`src/rtl/diff_tx.sv`:
```
// rtl/diff_tx.sv - pulse-width serial link transmitter (sync, 26 bit cells MSB first, tail, gap)
//
// Ports:
//   clk_in      system clock, all logic on posedge
//   rst_n_in    asynchronous active-low reset
//   code_in     26-bit code, latched on an accepted trigger
//   trigger_in  start request, honoured only in IDLE
//   data_out    registered serial line, idles high
//   busy_out    high from trigger acceptance until the idle gap completes
//   done_out    one-cycle pulse at the edge where the tail ends
//   state_out   current state encoding for debug
module diff_tx #(
    parameter int DATA_PERIOD               = 20,
    parameter int HALF_DATA_PERIOD          = 10,
    parameter int QUARTER_DATA_PERIOD       = 5,
    parameter int THREE_QUARTER_DATA_PERIOD = 15
) (
    input  logic        clk_in,
    input  logic        rst_n_in,
    input  logic [25:0] code_in,
    input  logic        trigger_in,
    output logic        data_out,
    output logic        busy_out,
    output logic        done_out,
    output logic [2:0]  state_out
);

    typedef enum logic [2:0] {
        IDLE = 3'd0,
        SL   = 3'd1,
        SH   = 3'd2,
        BL   = 3'd3,
        BH   = 3'd4,
        TAIL = 3'd5,
        GAP  = 3'd6
    } state_t;

    localparam int CW = $clog2(DATA_PERIOD + 1);

    // Counter holds "cycles remaining minus one" so a segment of N cycles
    // loads N-1 on entry and ends on the cycle the counter reads zero.
    localparam logic [CW-1:0] LD_FULL  = CW'(DATA_PERIOD - 1);
    localparam logic [CW-1:0] LD_HALF  = CW'(HALF_DATA_PERIOD - 1);
    localparam logic [CW-1:0] LD_SHORT = CW'(QUARTER_DATA_PERIOD - 1);
    localparam logic [CW-1:0] LD_LONG  = CW'(THREE_QUARTER_DATA_PERIOD - 1);

    state_t         state, state_nxt;
    logic [CW-1:0]  cnt, cnt_nxt;
    logic [4:0]     idx, idx_nxt;
    logic [25:0]    shreg, shreg_nxt;
    logic           data_nxt, busy_nxt, done_nxt;
    logic           seg_end;

    assign seg_end   = (cnt == '0);
    assign state_out = state;

    always_ff @(posedge clk_in or negedge rst_n_in) begin
        if (!rst_n_in) begin
            state    <= IDLE;
            cnt      <= '0;
            idx      <= 5'd25;
            shreg    <= '0;
            data_out <= 1'b1;
            busy_out <= 1'b0;
            done_out <= 1'b0;
        end else begin
            state    <= state_nxt;
            cnt      <= cnt_nxt;
            idx      <= idx_nxt;
            shreg    <= shreg_nxt;
            data_out <= data_nxt;
            busy_out <= busy_nxt;
            done_out <= done_nxt;
        end
    end

    // The bit being sent always sits in shreg[25]; the register shifts left
    // at the end of each BH so the next bit moves into place.
    always_comb begin
        state_nxt = state;
        cnt_nxt   = seg_end ? cnt : cnt - CW'(1);
        idx_nxt   = idx;
        shreg_nxt = shreg;
        data_nxt  = data_out;
        busy_nxt  = busy_out;
        done_nxt  = 1'b0;

        case (state)
            IDLE: begin
                data_nxt = 1'b1;
                busy_nxt = 1'b0;
                if (trigger_in) begin
                    state_nxt = SL;
                    shreg_nxt = code_in;
                    idx_nxt   = 5'd25;
                    cnt_nxt   = LD_HALF;
                    data_nxt  = 1'b0;
                    busy_nxt  = 1'b1;
                end
            end
            SL: begin
                if (seg_end) begin
                    state_nxt = SH;
                    cnt_nxt   = LD_HALF;
                    data_nxt  = 1'b1;
                end
            end
            SH: begin
                if (seg_end) begin
                    state_nxt = BL;
                    cnt_nxt   = shreg[25] ? LD_LONG : LD_SHORT;
                    data_nxt  = 1'b0;
                end
            end
            BL: begin
                if (seg_end) begin
                    state_nxt = BH;
                    cnt_nxt   = shreg[25] ? LD_SHORT : LD_LONG;
                    data_nxt  = 1'b1;
                end
            end
            BH: begin
                if (seg_end) begin
                    data_nxt = 1'b0;
                    if (idx == 5'd0) begin
                        state_nxt = TAIL;
                        cnt_nxt   = LD_HALF;
                    end else begin
                        state_nxt = BL;
                        idx_nxt   = idx - 5'd1;
                        shreg_nxt = {shreg[24:0], 1'b0};
                        cnt_nxt   = shreg[24] ? LD_LONG : LD_SHORT;
                    end
                end
            end
            TAIL: begin
                if (seg_end) begin
                    state_nxt = GAP;
                    cnt_nxt   = LD_FULL;
                    data_nxt  = 1'b1;
                    done_nxt  = 1'b1;
                end
            end
            GAP: begin
                if (seg_end) begin
                    state_nxt = IDLE;
                    busy_nxt  = 1'b0;
                end
            end
            default: begin
                state_nxt = IDLE;
                cnt_nxt   = '0;
                data_nxt  = 1'b1;
                busy_nxt  = 1'b0;
            end
        endcase
    end

endmodule

```
`config.mk`:
```
export PLATFORM = sky130hd
export DESIGN_NAME = diff_tx
export DESIGN_NICKNAME = d
export VERILOG_FILES = /design/src/rtl/diff_tx.sv
export SDC_FILE = /design/constraint.sdc
export NUM_CORES = 1
export LEC_CHECK = 0
export CAP_MARGIN = 30
export CORE_ASPECT_RATIO = 0.8
export CORE_MARGIN = 8
export CORE_UTILIZATION = 30
export DETAILED_ROUTE_END_ITERATION = 8
export PLACE_DENSITY_LB_ADDON = 0.3
export SLEW_MARGIN = 25
export SYNTH_ARGS = -nofsm -noshare
export SYNTH_HDL_FRONTEND = slang
export SYNTH_SLANG_ARGS = --single-unit
```
`constraint.sdc`:
```
create_clock -name clk_in -period 1.9 [get_ports clk_in]
set_input_delay 0.38 -clock clk_in [delete_from_list [all_inputs] [get_ports clk_in]]
set_output_delay 0.38 -clock clk_in [all_outputs]
set_load 0.05 [all_outputs]
```
Word level (Yosys, flattened, before mapping)
Cells that the tools add are included.

Reductions and logical operators: 11. Eq/ne operators: 16. Mux-type cells: 37. Bitwise gates (word level): 2. $add $sub $neg: 2.

Operators with widths (number): $mux 26 (3); $pmux 26 s2 (1); $mux 5 (10); $pmux 5 s7 (1); $mux 3 (8); $pmux 3 s7 (1); $mux 4 (4); $ne 2x2->1 const B (8); $logic_not 5->1 (2); $pmux 5 s2 (1); $sub 5x1->5 const B (2); $eq 3x3->1 const B (3); $reduce_and 7->1 (1); $eq 3x2->1 const B (2); $mux 1 (6); $reduce_or 5->1 (1); $ne 2x1->1 const B (2); $pmux 1 s4 (1); $reduce_and 4->1 (1); $eq 3x1->1 const B (1); $logic_not 3->1 (1); $pmux 1 s3 (1); $reduce_and 3->1 (1); $reduce_or 3->1 (1); other kinds (4) (5).

Logic and storage cells: 75. Input bits: 29. Register bits after elaboration: 42. Output and inout bits: 6.

Logic depth before layout (Yosys ltp)
Word-level depth: 4. Depth in mapped cells: 9.

Least setup slack after synthesis
No wires, ideal clock.

Kind: reg-to-reg. Start: register state[0] (netlist: state_out[0]). End: register shreg[10]. Period minus slack after synthesis: 2.049 ns. Cell stages (with the launch flop): 7. Required time: 1.767 ns. Path buffers: 2. Arrival: 1.916 ns. Slack: -0.149 ns. Path through: dfrtp_1 or3b_1 or2_2 clkbuf_1 buf_1 o22ai_1 a21oi_1.

Longest elaborated chain between the ends: 3. Elaborated cells between the ends (all ways): 8. Classes of those cells: eq/ne (4); mux (1); reduce/logical (3).

RTL lines: start, declared (line 47) `state_t state, state_nxt;`; start signal, assigned (line 67) `state <= state_nxt;`; $eq 3x3->1 / $logic_not 3->1 (equally long branches) (line 88) `case (state)`; $ne 2x2->1 (no source line) / $reduce_bool 2->1 (equally long branches); $reduce_and 4->1 (no source line); end signal, assigned (line 70) `shreg <= shreg_nxt;`; end, declared (line 50) `logic [25:0] shreg, shreg_nxt;`.

Several ways; a longest one is shown, not always the timed one. A chain may end at the register's enable or synchronous reset.

Worst setup path after layout
Start: register idx[1]. End: register cnt[3].

Longest elaborated chain between the ends: 4.

RTL lines: start, declared (line 49) `logic [4:0] idx, idx_nxt;`; start signal, assigned (line 69) `idx <= idx_nxt;`; $logic_not 5->1 (line 125) `if (idx == 5'd0) begin`; $mux 4 (line 125); $mux 5 (line 123) `if (seg_end) begin`; $pmux 5 s7 (line 88); net cnt_nxt[3] (line 48) `logic [CW-1:0] cnt, cnt_nxt;`; end signal, assigned (line 68) `cnt <= cnt_nxt;`; end, declared (line 48).

The timed path passes the listed nets, and every way through them passes these cells.

==> results.json <==
{
  "outcome": "finished, violations left",
  "violations": "setup timing",
  "ant_nets": 0,
  "grt_setup_unrepaired": "true",
  "syn_avg_cell_area_sq_um": 9.312,
  "peakVddDrop_uv": 425.0,
  "crit_type": "flop to flop",
  "finClkSkew_ns": 0.009368,
  "async_flop_share_pct": 100.0,
  "layout_commonest_cell": "buf_4",
  "switching_power_mw": 1.749,
  "intPower_mw": 2.638,
  "htreeDepth": 2,
  "cp_max_fo": 6,
  "reg2reg_to": "cnt[3]",
  "wl_um": 6152,
  "area_delta_synth_final_pct": 59.52,
  "worstMarginPinSlew_ns": 0.6238,
  "ys_warn_count": 0,
  "vias_per_cell": 5.028,
  "row_count": 27,
  "fin_ws_ns": -0.1689,
  "route.detailed.drc": 0,
  "numPortBuffers": 34,
  "wl_per_cell_um": 15.61,
  "cp_cell_sequence": "inv_2 > ha_4 > or4b_4 > buf_6 > a211o_1 > a32o_1 > a221oi_2",
  "cts_tree": "yes",
  "firstDrtPassIters": 4,
  "fill_cells": 629,
  "fin_crit_sh_pct": 108.9,
  "boundaryPins": 35,
  "layout.nets": 340,
  "synth_edf_count": 0,
  "die_w_um": 111.1,
  "hold_viol_final": 0,
  "layout_common_cells": "buf_4 (42), dfrtp_1 (35), clkdlybuf4s50_1 (27)",
  "syn_area_sq_um": 2170,
  "finalCriticalPeriod_ns": 2.069,
  "cp_slowest_cell": "or4b_4",
  "cts_buffer_depth": 2,
  "grt_overflow": 0,
  "cp-end-kind": "flop",
  "regArea_sq_um": 1060,
  "synth_seq_area_share_pct": 48.67,
  "seq_power_share_pct": 37.5,
  "place_congestion": 0.8174,
  "hpwl_um": 3996,
  "grt_max_degree": 29,
  "drt_iter0_drc": 107,
  "power_frac_clock_pct": 14.3,
  "startpoint": "idx[1]",
  "p_sw_share_pct": 39.86,
  "layout-drive-gt1-share_pct": 39.74,
  "grt_pass1_wl_um": 9349,
  "core-area_sq_um": 6959,
  "die_h_um": 92.06,
  "holdCritPathClass": "input pin to asynchronous set/reset pin",
  "ys.flop_type": "dfrtp_1",
  "cp_slowest_stage_delay_ns": 0.47,
  "total_power_mw": 4.387,
  "rrSetupSlack_ns": -0.17,
  "ff2ff_path_depth": 7,
  "final_util_pct": 49.73,
  "place_ws_ns": -0.2870,
  "num_antenna_cells": 0,
  "slew_headroom_pct": 58.42,
  "final-setup-viol-count": 14,
  "critPathLaunchType": "flop",
  "grt_pass1_vias": 1905,
  "ys_types": 44,
  "fmax_mhz": 483.4,
  "start_util_pct": 31.18,
  "leakagePower_nw": 1.473,
  "cts-root-buf": "clkbuf_8",
  "worstPathRequired_ns": 2.10,
  "syn_inst": 233,
  "synth-seq-cells": 42,
  "clk_latency_ns": 0.30,
  "antenna_found_initial": 0,
  "cts_buffers": 5,
  "vias": 1981,
  "fin_hold_ws_ns": 0.08677,
  "critPathCapture": "cnt[3]",
  "syn_nets": 267,
  "pwr-share-comb_pct": 48.1,
  "die_area_sq_um": 10230,
  "worst_setup_hold_path_clk_slew_ns": 0.10,
  "grtUsageTotal_pct": 10.80,
  "numClockSinks": 42,
  "drv_slew": 0,
  "multi_input_comb_area_sq_um": 1249,
  "arrival_ns": 2.27,
  "maxCapViolCount": 0,
  "r2r-start": "idx[1]",
  "cts-hold-fix-buffers": 0,
  "powerDensity_nw_per_um2": 1268
}
## cells by family (layout without fill, tap and decap cells)
| group | count (synthesis) | count (layout) | share of synthesized area, % |
|---|---|---|---|
| compound gates | 85 | 85 | 24.40 |
| xor+xnor | 5 | 5 | 2.018 |
| fa+ha+maj | 5 | 5 | 2.884 |
| buf+inv | 47 | 121 | 8.708 |
| flops | 42 | 42 | 48.67 |
| mux | 2 | 2 | 0.9228 |
| simple gates | 47 | 47 | 12.40 |
## power groups by stage
stage	Sequential (mW)	Combinational, mW	Clock [mW]
after floorplan	1.67	0.998	0
after global placement	1.56	1.81	0
after detailed placement	1.58	1.84	0
after CTS	1.56	1.87	0.648
after global routing	1.70	2.32	0.693
final	1.65	2.11	0.629
## worst max-delay path, delay by kind of cell, from the launching register on
family          cells  cell delay, ns
compound gates      3            0.77
simple gates        1            0.47
flops               1            0.40
buf+inv             2            0.23
fa+ha+maj           1            0.11
## synthesized netlist by cell type, types with 2 or more instances
master,number,share of area [%]
a211oi_1,3,1.0
a21oi_1,34,7.8
a22o_1,2,0.81
and3_1,2,0.58
buf_1,3,0.52
buf_2,4,0.92
clkbuf_1,8,1.4
dfrtp_1,38,44
dfstp_2,4,4.8
ha_1,5,2.9
inv_1,30,5.2
mux2i_1,2,0.92
nand2_1,15,2.6
nand2b_1,3,0.87
nand3_1,3,0.69
nand4_1,2,0.58
nor2_1,8,1.4
nor3_1,5,1.2
o21ai_0,6,1.4
o22ai_1,26,7.5
o31ai_1,4,1.4
xor2_1,4,1.6
## repair_timing
item,in CTS,in global routing
cloned,0,3
setup buffers,3,10
pin swaps,1,21
gates resized for setup,3,52
endpoints found under the setup margin,31,32
## metrics by stage
stage / TNS (ns) / cells / cell area (sq um)
after detailed placement: -5.887 / 371 / 2897
after global routing: -2.150 / 394 / 3461
final: -0.4284 / 394 / 3461
after global placement: -5.586 / 371 / 2897
after CTS: -3.527 / 382 / 3023
after floorplan: -0.1091 / 233 / 2205
## layer usage
| layer | global-route usage (%) | wire, um |
|---|---|---|
| met3 | 2.474 | 216 |
| met5 | 0 | 0 |
| met2 | 17.39 | 2997 |
| met4 | 2.658 | 41 |
| met1 | 14.30 | 2897 |
## layout make-up
class	instances	share of cell area, %
Clock buffer	5	1.988
Clock inverter	3	0.8315
Inverter	31	3.435
Multi-Input combinational cell	144	36.08
Sequential cell	42	30.62
Tap cell	87	3.145
Timing Repair Buffer	82	23.90
## worst min path at each step
stage,start,end,slack [ns],cells past startpoint
after floorplan,rst_n_in,busy_out,0.08,0
after global placement,rst_n_in,shreg[22],0.46,1
after detailed placement,rst_n_in,shreg[21],0.44,1
after CTS,rst_n_in,shreg[19],0.11,1
after global routing,rst_n_in,shreg[19],0.12,1
final,rst_n_in,shreg[19],0.09,1
## flip-flops by register name (all words and copies together), names as in the netlist
register   flops
shreg         26
data_out       1
cnt            5
idx            5
busy_out       1
done_out       1
state_out      3
No activity file was read; power rests on OpenSTA's default activity.
==> RTL change, RTL diff (config.mk and constraints unchanged) <==
Take the reset off `shreg` and load it in a clocked block of its own.
--- a/src/rtl/diff_tx.sv
+++ b/src/rtl/diff_tx.sv
@@ -59,7 +59,6 @@
             state    <= IDLE;
             cnt      <= '0;
             idx      <= 5'd25;
-            shreg    <= '0;
             data_out <= 1'b1;
             busy_out <= 1'b0;
             done_out <= 1'b0;
@@ -67,11 +66,14 @@
             state    <= state_nxt;
             cnt      <= cnt_nxt;
             idx      <= idx_nxt;
-            shreg    <= shreg_nxt;
             data_out <= data_nxt;
             busy_out <= busy_nxt;
             done_out <= done_nxt;
         end
+    end
+
+    always_ff @(posedge clk_in) begin
+        shreg <= shreg_nxt;
     end
 
     // The bit being sent always sits in shreg[25]; the register shifts left
Function: same outputs for any inputs over 10 cycles, from zero or initial values and one cycle with rst_n_in low; that may be too few to reach the edited logic, so the function may still have changed.
==> RTL change against the unedited design <==
Routed wire length is 24% lower; count of clock-buffer cells in the layout up 1; sequential cell count stayed put; die area up 1.1%; global-route usage fell by 1.3 points; via count decreased by 20%; setup slack better by 0.28 ns; sequential share of layout area up 10 points; final area shrank 16%; total power down 26%; combinational power is 36% lower; area after synthesis up 1.3%; largest cell class is now registers; highest routed layer unchanged.
==> RTL change: results (changes against the unedited design) <==
Yosys
  • Async set-reset flop share out of synthesis: 38.10% (-62 points)
  • Top cells by count, synth: edfxtp_1 (26), mux2_2 (26), nand2_1 (13)
  • Top cells by area, synth: edfxtp_1 (36%), dfrtp_1 (14%), mux2_2 (13%), dfstp_2 (4.8%), ha_1 (2.8%)
  • Number of flops mapped to enable cells by yosys: 26 (+26)
  • Distinct cell type count after synthesis: 48 (+9.1%)

Place
  • DP Wirelength: 3429 µm (-14%)
  • Gpl congestion: 0.8246 (+0.88%)
  • Placement Setup Slack: -0.1510 ns (+0.1360 ns)

Pwr
  • Sw frac: 36.12% (-3.7 points)
  • P_leak: 0.001081 µW (-27%)
  • Worst IR Drop VDD: 0.3317 mV (-22%)

Final layout
  • Nets@finish: 267 (-21%)
  • Layout cells sized above 1: 33.76% (-6.0 points)
  • # fillers: 696 (+11%)

Setup path
  • CP peak stage delay: 0.42 ns (-0.05 ns)
  • Worst Path Max Fanout: 20 (+14)
  • Crit Reg-Reg Endpoint: shreg[17]
  • Critical Path Start: cnt[0]
  • Slowest-stage cell, CP: dfrtp_1

Drt
  • Wire length per cell: 14.49 µm (-7.2%)
  • Vias per cell: 4.920 (-2.2%)
  • First-iteration detailed-routing DRC count: 70 (-35%)

STA
  • Worst slew pin tran: 0.4105 ns (-0.2132 ns)
  • PnR worst setup slack: 0.1080 ns (+0.2768 ns)
  • Clock Skew: 0.01075 ns (+0.001383 ns)

GRT
  • First-pass GRT wire length: 7907 µm (-15%)
  • Number of global-route vias before repair: 1648 (-13%)
  • Pin count of the biggest net entering global routing: 27 (-6.9%)

Status
  • Status: finished, final reports clean
## RTL change: cells by family (layout without fill, tap and decap cells)
group	after synthesis	count (layout)	synth area share, %
AO/OA/AOI/OAI	36	36	10.88
XOR/XNOR	3	3	1.196
adder cells (fa/ha/maj)	5	5	2.847
buffers and inverters	21	73	4.499
flip-flops	42	42	53.99
multiplexers	28	28	14.24
AND/OR/NAND/NOR	47	47	12.36
## RTL change: final cells by class
class | count | area, µm² | area share, %
clock buffer | 6 | 72.57 | 2.491
clock inverter | 2 | 15.01 | 0.5155
inverter | 9 | 33.78 | 1.160
multi-input combinational | 119 | 942.2 | 32.35
sequential | 42 | 1189 | 40.81
tap | 90 | 112.6 | 3.866
timing repair buffer | 56 | 548.0 | 18.81
## RTL change: power by group through the flow
stage                     registers, µW  logic (µW)  clock network [µW]
after CTS                          1330        1330                 595
final                              1340        1360                 574
after global placement             1350        1310                   0
after floorplan                    1460         709                   0
after detailed placement           1350        1320                   0
after global routing               1360        1510                 624
## RTL change: stage by stage
stage	instance area [µm²]	utilization [%]	instances	hold WS [ns]	TNS (ns)
floorplan	2217	-	182	0.08441	0
global placement	2796	38.56	314	0.5202	-3.775
detailed placement	2796	38.56	314	0.5221	-3.941
CTS	2884	39.77	322	0.4110	0
global route	2913	40.17	324	0.4168	-0.0002685
finish	2913	40.17	324	0.4049	0
## RTL change: worst max path at each step
stage,cells after the start,to
3_3_place_gp,5,shreg[13]
2_1_floorplan,4,shreg[0]
6_report,7,shreg[17]
3_5_place_dp,5,shreg[13]
5_1_grt,7,cnt[1]
4_1_cts,6,cnt[3]
## RTL change: layer usage
metal / routed length (µm) / GRT usage (%) / up-vias
met3: 201 / 2.406 / 6
met4: 69 / 4.086 / 0
li1: - / - / 778
met1: 2348 / 12.29 / 773
met2: 2077 / 14.75 / 37
met5: 0 / 0 / -
## RTL change: timing repair
action,4_1_cts,5_1_grt
setup buffers,0,2
hold buffers,0,0
resized for setup,0,7
hold endpoints to repair,0,0
setup endpoints to repair,0,30
## RTL change: worst max-delay path: cells and delay by family (launching register included)
family                     cells  cell delay (ns)
and+or+nand+nor                3             0.46
DFF                            1             0.42
adders and majority gates      1             0.17
buffers and inverters          3             0.44
